$ cat config.mk
export PLATFORM = sky130hd
export DESIGN_NAME = onehot_pulse_decoder_flat
export DESIGN_NICKNAME = d
export VERILOG_FILES = /design/src/rtl/onehot_pulse_decoder_if.sv /design/src/rtl/onehot_pulse_decoder.sv /design/src/flat_wrapper.sv
export SDC_FILE = /design/constraint.sdc
export NUM_CORES = 1
export LEC_CHECK = 0
export ABC_AREA = 1
export CORE_MARGIN = 5
export CORE_UTILIZATION = 40
export CTS_CLUSTER_DIAMETER = 80
export CTS_CLUSTER_SIZE = 14
export DETAILED_ROUTE_END_ITERATION = 12
export PLACE_DENSITY = 0.68
export SYNTH_ARGS = -nofsm -noshare
export SYNTH_HDL_FRONTEND = slang
export SYNTH_SLANG_ARGS = --single-unit
$ cat constraint.sdc
create_clock -name clk -period 2.7 [get_ports clk]
set_clock_uncertainty 0.15 [all_clocks]
set_input_delay 0.81 -clock clk [delete_from_list [all_inputs] [get_ports clk]]
set_output_delay 0.81 -clock clk [all_outputs]
set_load 0.01 [all_outputs]
$ cat src/rtl/onehot_pulse_decoder_if.sv
`default_nettype none
// ============================================================================
//  Module      : onehot_pulse_decoder_if
//  Description : Handshake and strobe bundle for the one-hot pulse decoder.
//  Revision    : 1.0 - initial release
// ============================================================================
interface onehot_pulse_decoder_if #(
    parameter int IN_W  = 3,
    parameter int OUT_W = 8
);
    logic             enable;
    logic             clear;
    logic             in_valid;
    logic             in_ready;
    logic [IN_W-1:0]  in_code;
    logic [OUT_W-1:0] out_onehot;
    logic             out_valid;
    logic             busy;
    logic             done;

    modport master (
        output enable, clear, in_valid, in_code,
        input  in_ready, out_onehot, out_valid, busy, done
    );

    modport slave (
        input  enable, clear, in_valid, in_code,
        output in_ready, out_onehot, out_valid, busy, done
    );
endinterface
`default_nettype wire

$ cat src/rtl/onehot_pulse_decoder.sv
`default_nettype none
// ============================================================================
//  Module      : onehot_pulse_decoder
//  Description : Registered 3-to-8 decoder that drives a timed one-hot strobe
//                per accepted code, followed by a fixed idle gap.
//  Revision    : 1.0 - initial release
// ============================================================================
module onehot_pulse_decoder #(
    parameter int IN_W        = 3,
    parameter int OUT_W       = 8,
    parameter int HOLD_CYCLES = 4,
    parameter int GAP_CYCLES  = 1
) (
    input  wire logic           clk,
    input  wire logic           rst_n,
    onehot_pulse_decoder_if.slave bus
);

    localparam int c_cnt_max = (HOLD_CYCLES > GAP_CYCLES) ? HOLD_CYCLES : GAP_CYCLES;
    localparam int c_cnt_w   = (c_cnt_max > 2) ? $clog2(c_cnt_max) : 1;

    localparam logic [c_cnt_w-1:0] c_hold_load = c_cnt_w'(HOLD_CYCLES - 1);
    localparam logic [c_cnt_w-1:0] c_gap_load  = (GAP_CYCLES > 0) ? c_cnt_w'(GAP_CYCLES - 1) : '0;
    localparam logic [c_cnt_w-1:0] c_cnt_one   = c_cnt_w'(1);

    localparam logic [1:0] c_st_idle  = 2'd0;
    localparam logic [1:0] c_st_drive = 2'd1;
    localparam logic [1:0] c_st_gap   = 2'd2;

    logic [1:0]         r_state;
    logic [c_cnt_w-1:0] r_cnt;
    logic [OUT_W-1:0]   r_onehot;
    logic               r_out_valid;
    logic               r_busy;
    logic               r_done;

    logic [1:0]         w_state_nxt;
    logic [c_cnt_w-1:0] w_cnt_nxt;
    logic [OUT_W-1:0]   w_onehot_nxt;
    logic               w_out_valid_nxt;
    logic               w_busy_nxt;
    logic               w_done_nxt;
    logic [OUT_W-1:0]   w_decoded;
    logic               w_ready;
    logic               w_accept;

    // Code c selects bit OUT_W-1-c, mirroring the companion priority encoder.
    for (genvar i = 0; i < OUT_W; i++) begin : g_decode
        assign w_decoded[i] = (bus.in_code == IN_W'(OUT_W - 1 - i));
    end

    assign w_ready  = (r_state == c_st_idle) && bus.enable && !bus.clear;
    assign w_accept = w_ready && bus.in_valid;

    always_comb begin
        w_state_nxt     = r_state;
        w_cnt_nxt       = r_cnt;
        w_onehot_nxt    = r_onehot;
        w_out_valid_nxt = r_out_valid;
        w_busy_nxt      = r_busy;
        w_done_nxt      = 1'b0;

        case (r_state)
            c_st_idle: begin
                if (w_accept) begin
                    w_state_nxt     = c_st_drive;
                    w_cnt_nxt       = c_hold_load;
                    w_onehot_nxt    = w_decoded;
                    w_out_valid_nxt = 1'b1;
                    w_busy_nxt      = 1'b1;
                    w_done_nxt      = (HOLD_CYCLES == 1);
                end
            end
            c_st_drive: begin
                if (r_cnt == '0) begin
                    w_onehot_nxt    = '0;
                    w_out_valid_nxt = 1'b0;
                    if (GAP_CYCLES > 0) begin
                        w_state_nxt = c_st_gap;
                        w_cnt_nxt   = c_gap_load;
                    end else begin
                        w_state_nxt = c_st_idle;
                        w_busy_nxt  = 1'b0;
                    end
                end else begin
                    w_cnt_nxt  = r_cnt - c_cnt_one;
                    // done is registered, so raise it as the count reaches zero.
                    w_done_nxt = (r_cnt == c_cnt_one);
                end
            end
            c_st_gap: begin
                if (r_cnt == '0) begin
                    w_state_nxt = c_st_idle;
                    w_busy_nxt  = 1'b0;
                end else begin
                    w_cnt_nxt = r_cnt - c_cnt_one;
                end
            end
            default: begin
                w_state_nxt     = c_st_idle;
                w_cnt_nxt       = '0;
                w_onehot_nxt    = '0;
                w_out_valid_nxt = 1'b0;
                w_busy_nxt      = 1'b0;
            end
        endcase
    end

    // clear aborts exactly like reset, truncating any strobe without a done pulse.
    always_ff @(posedge clk) begin
        if (!rst_n || bus.clear) begin
            r_state     <= c_st_idle;
            r_cnt       <= '0;
            r_onehot    <= '0;
            r_out_valid <= 1'b0;
            r_busy      <= 1'b0;
            r_done      <= 1'b0;
        end else begin
            r_state     <= w_state_nxt;
            r_cnt       <= w_cnt_nxt;
            r_onehot    <= w_onehot_nxt;
            r_out_valid <= w_out_valid_nxt;
            r_busy      <= w_busy_nxt;
            r_done      <= w_done_nxt;
        end
    end

    assign bus.in_ready   = w_ready;
    assign bus.out_onehot = r_onehot;
    assign bus.out_valid  = r_out_valid;
    assign bus.busy       = r_busy;
    assign bus.done       = r_done;

endmodule
`default_nettype wire

$ cat src/flat_wrapper.sv
// flat-port wrapper written by rule: the top's interface ports become plain ports
module onehot_pulse_decoder_flat 
#(
    parameter int IN_W        = 3,
    parameter int OUT_W       = 8,
    parameter int HOLD_CYCLES = 4,
    parameter int GAP_CYCLES  = 1
)
  (clk, rst_n, bus_enable, bus_clear, bus_in_valid, bus_in_code, bus_in_ready, bus_out_onehot, bus_out_valid, bus_busy, bus_done);
  onehot_pulse_decoder_if #(.IN_W(IN_W), .OUT_W(OUT_W)) bus_i ();
  input  wire logic clk;
  input  wire logic rst_n;
  input wire logic [$bits(bus_i.enable)-1:0] bus_enable;
  input wire logic [$bits(bus_i.clear)-1:0] bus_clear;
  input wire logic [$bits(bus_i.in_valid)-1:0] bus_in_valid;
  input wire logic [$bits(bus_i.in_code)-1:0] bus_in_code;
  output wire logic [$bits(bus_i.in_ready)-1:0] bus_in_ready;
  output wire logic [$bits(bus_i.out_onehot)-1:0] bus_out_onehot;
  output wire logic [$bits(bus_i.out_valid)-1:0] bus_out_valid;
  output wire logic [$bits(bus_i.busy)-1:0] bus_busy;
  output wire logic [$bits(bus_i.done)-1:0] bus_done;
  assign bus_i.enable = bus_enable;
  assign bus_i.clear = bus_clear;
  assign bus_i.in_valid = bus_in_valid;
  assign bus_i.in_code = bus_in_code;
  assign bus_in_ready = bus_i.in_ready;
  assign bus_out_onehot = bus_i.out_onehot;
  assign bus_out_valid = bus_i.out_valid;
  assign bus_busy = bus_i.busy;
  assign bus_done = bus_i.done;
  onehot_pulse_decoder #(.IN_W(IN_W), .OUT_W(OUT_W), .HOLD_CYCLES(HOLD_CYCLES), .GAP_CYCLES(GAP_CYCLES)) u_core (.clk(clk), .rst_n(rst_n), .bus(bus_i));
endmodule
==> impl_metrics.ini <==
[status]
status = completed

[power]
max-vdd-ir-drop_mv = 0.3100
sw_frac_of_total = 0.2511
internal_power_uw = 303.8
power_switching_uw = 101.9
combPwrFrac = 0.125
p_leak_nw = 0.3972
finalPower_uw = 405.7
power_density_nw_per_um2 = 404.3
seq_power_share = 0.556
p_clk_frac = 0.319

[critical_path]
slowest_stage = clkdlybuf4s50_1
worst_setup_path_start_kind = input pin
worstReg2RegStart = u_core.r_cnt[0]
crit_buf_inv = 3
startpoint = bus_clear
worstPathRequired_ns = 1.74
r2r_slack_ns = 1.22
critPathKind = in -> out
cp.arrival_ns = 1.71
slowest_delay_ns = 0.40
crit_fanout = 2
worstSetupEndpointType = primary output
path_cells = clkdlybuf4s50_1 > inv_1 > nand2_1 > nor2_1 > clkdlybuf4s15_1
crit_family = buffers and inverters

[global_route]
grt_antenna_before_repair = 0
first_global_vias = 651
overflow = 0
grt_max_degree = 10
track_usage = 0.1310
grt_pass1_wl_um = 2732

[clocking]
clk-insertion-delay-late_ns = 0.28
path_clk_slew_ns = 0.09
htreeDepth = 1
ctsHoldBuffers = 0
cts_made_buffers = 3
cts_sinks = 15
clockBufferDepth = 2
tritoncts = built
cts_root_buf = clkbuf_4

[cells_and_area]
nets = 135
num_antenna_cells = 0
fin_util = 0.5749
drive_gt1_frac = 0.1475
final_cells = 147
fillers = 157
syn2layout_area_growth_pct = 35.93
final_area_um2 = 1003

[die]
dieHeight_um = 52.96
dieArea_um2 = 2805
core_area_um2 = 1745
ios = 20
chipWidth_um = 52.96
initial_core_util = 0.4229
num_rows = 15

[yosys]
ys_seq_area_frac = 0.4068
syn_area_per_cell_um2 = 7.610
yosysWarnings = 0
synth_nets = 109
synth_area_um2 = 738.2
netlist_instances = 97
ys_types = 18
synth-seq-cells = 15

[place]
dp_hpwl_um = 1162
post-place-ws_ns = -0.2667
gp_congestion = 0.7231
dp_cells = 143
dpl_cell_area_um2 = 977.2
io_buffers = 19

[sta]
period_share = 0.9876
hold_violations = 0
rsz0062_at_grt = no
setup-tns-final_ns = 0
setup_ws_ns = 0.03348
slew_violations = 0
worst_hold_slack_ns = 0.3149
period_minus_slack_ns = 2.667
maxSlewHeadroom = 0.8112
tightest_slew_ns = 0.2826
setup_violations = 0
clock.fmax_mhz = 375.0

[hold_path]
min_path_type = reg -> reg
min_from = u_core.bus.out_onehot[3]

[routing]
via_per_inst = 4.626
drtIter0Drc = 11
vias = 680
drc = 0
drtAntennaViolNets = 0
drt_pre_antenna_iters = 4
wire_per_inst_um = 10.39
drt-total-wl_um = 1528

[flow_run]
drv_cap = 0
-- power groups by stage --
stage	sequential (mW)	clock [mW]	combinational, mW
finish	0.226	0.129	0.0506
global route	0.226	0.148	0.0566
CTS	0.226	0.133	0.0508
detailed placement	0.231	0	0.0511
global placement	0.231	0	0.0501
floorplan	0.231	0	0.0262
-- cell type report --
| type | count | area, um2 | share of cell area |
|---|---|---|---|
| Sequential cell | 15 | 300.3 | 0.2993 |
| Clock buffer | 4 | 26.28 | 0.02618 |
| Tap cell | 25 | 31.28 | 0.03117 |
| Timing Repair Buffer | 22 | 212.7 | 0.2120 |
| Multi-Input combinational cell | 67 | 380.4 | 0.3791 |
| Inverter | 14 | 52.55 | 0.05237 |
-- per-layer routing --
layer  vias to the layer above  share of wire  global-route usage  routed length (um)
met1                       295           0.51              0.1689                 785
met2                        20           0.41              0.2004                 621
met3                         5          0.060             0.03380                  91
li1                        360              -                   -                   -
met4                         0          0.019             0.06383                  29
met5                         -              0                   0                   0
-- cell families (layout without fill, tap and decap cells) --
family | Yosys count | count (layout) | share of synthesized area
AO/OA/AOI/OAI | 17 | 17 | 0.1305
AND/OR/NAND/NOR | 46 | 46 | 0.3170
flip-flops | 15 | 15 | 0.4068
buffers and inverters | 15 | 40 | 0.07796
adder cells (fa/ha/maj) | 4 | 4 | 0.06780
-- cell usage after synthesis, drive strengths merged --
| master | number | area share |
|---|---|---|
| a21oi | 12 | 0.092 |
| buf | 1 | 0.0068 |
| dfxtp | 15 | 0.41 |
| ha | 4 | 0.068 |
| inv | 14 | 0.071 |
| nand2 | 22 | 0.12 |
| nand3 | 12 | 0.11 |
| nor2 | 12 | 0.097 |
| o21ai | 5 | 0.039 |
-- state kept, by name, indices dropped and copies added (netlist names) --
signal / count
u_core.bus.out_onehot: 8
u_core.r_cnt: 2
u_core.bus.out_valid: 1
u_core.bus.busy: 1
u_core.r_state: 2
u_core.bus.done: 1
-- path summary, 6_finish.rpt --
check / endpoint / cells after the start
min: u_core.bus.out_onehot[3] / 2
max reg2reg: u_core.bus.out_onehot[1] / 7
max: bus_in_ready / 5
min reg2reg: u_core.bus.out_onehot[3] / 2
-- worst register-to-register path, delay by kind of cell (launching register included) --
kind	cells	cell delay [ns]
and+or+nand+nor	3	0.33
AOI/OAI and AO/OA	1	0.12
DFF	1	0.39
adders and majority gates	1	0.22
buffers and inverters	2	0.21
-- placed cells by master (no fill, tap or decap), types with 4 or more instances in the layout --
master           synthesis  routed
inv_1                   11      11
a21oi_1                 10      10
nor2_1                   9       9
o21ai_0                  4       4
clkdlybuf4s50_1          0      18
dfxtp_1                 15      15
ha_1                     4       4
nand2_1                 21      21
nand3_1                 10      10
-- repair_timing --
action                     CTS  global route
gates resized for setup      1             1
buffers inserted             0             0
setup endpoints to repair    1             1
hold endpoints to repair     0             0
(Power assumes the default switching activity.)
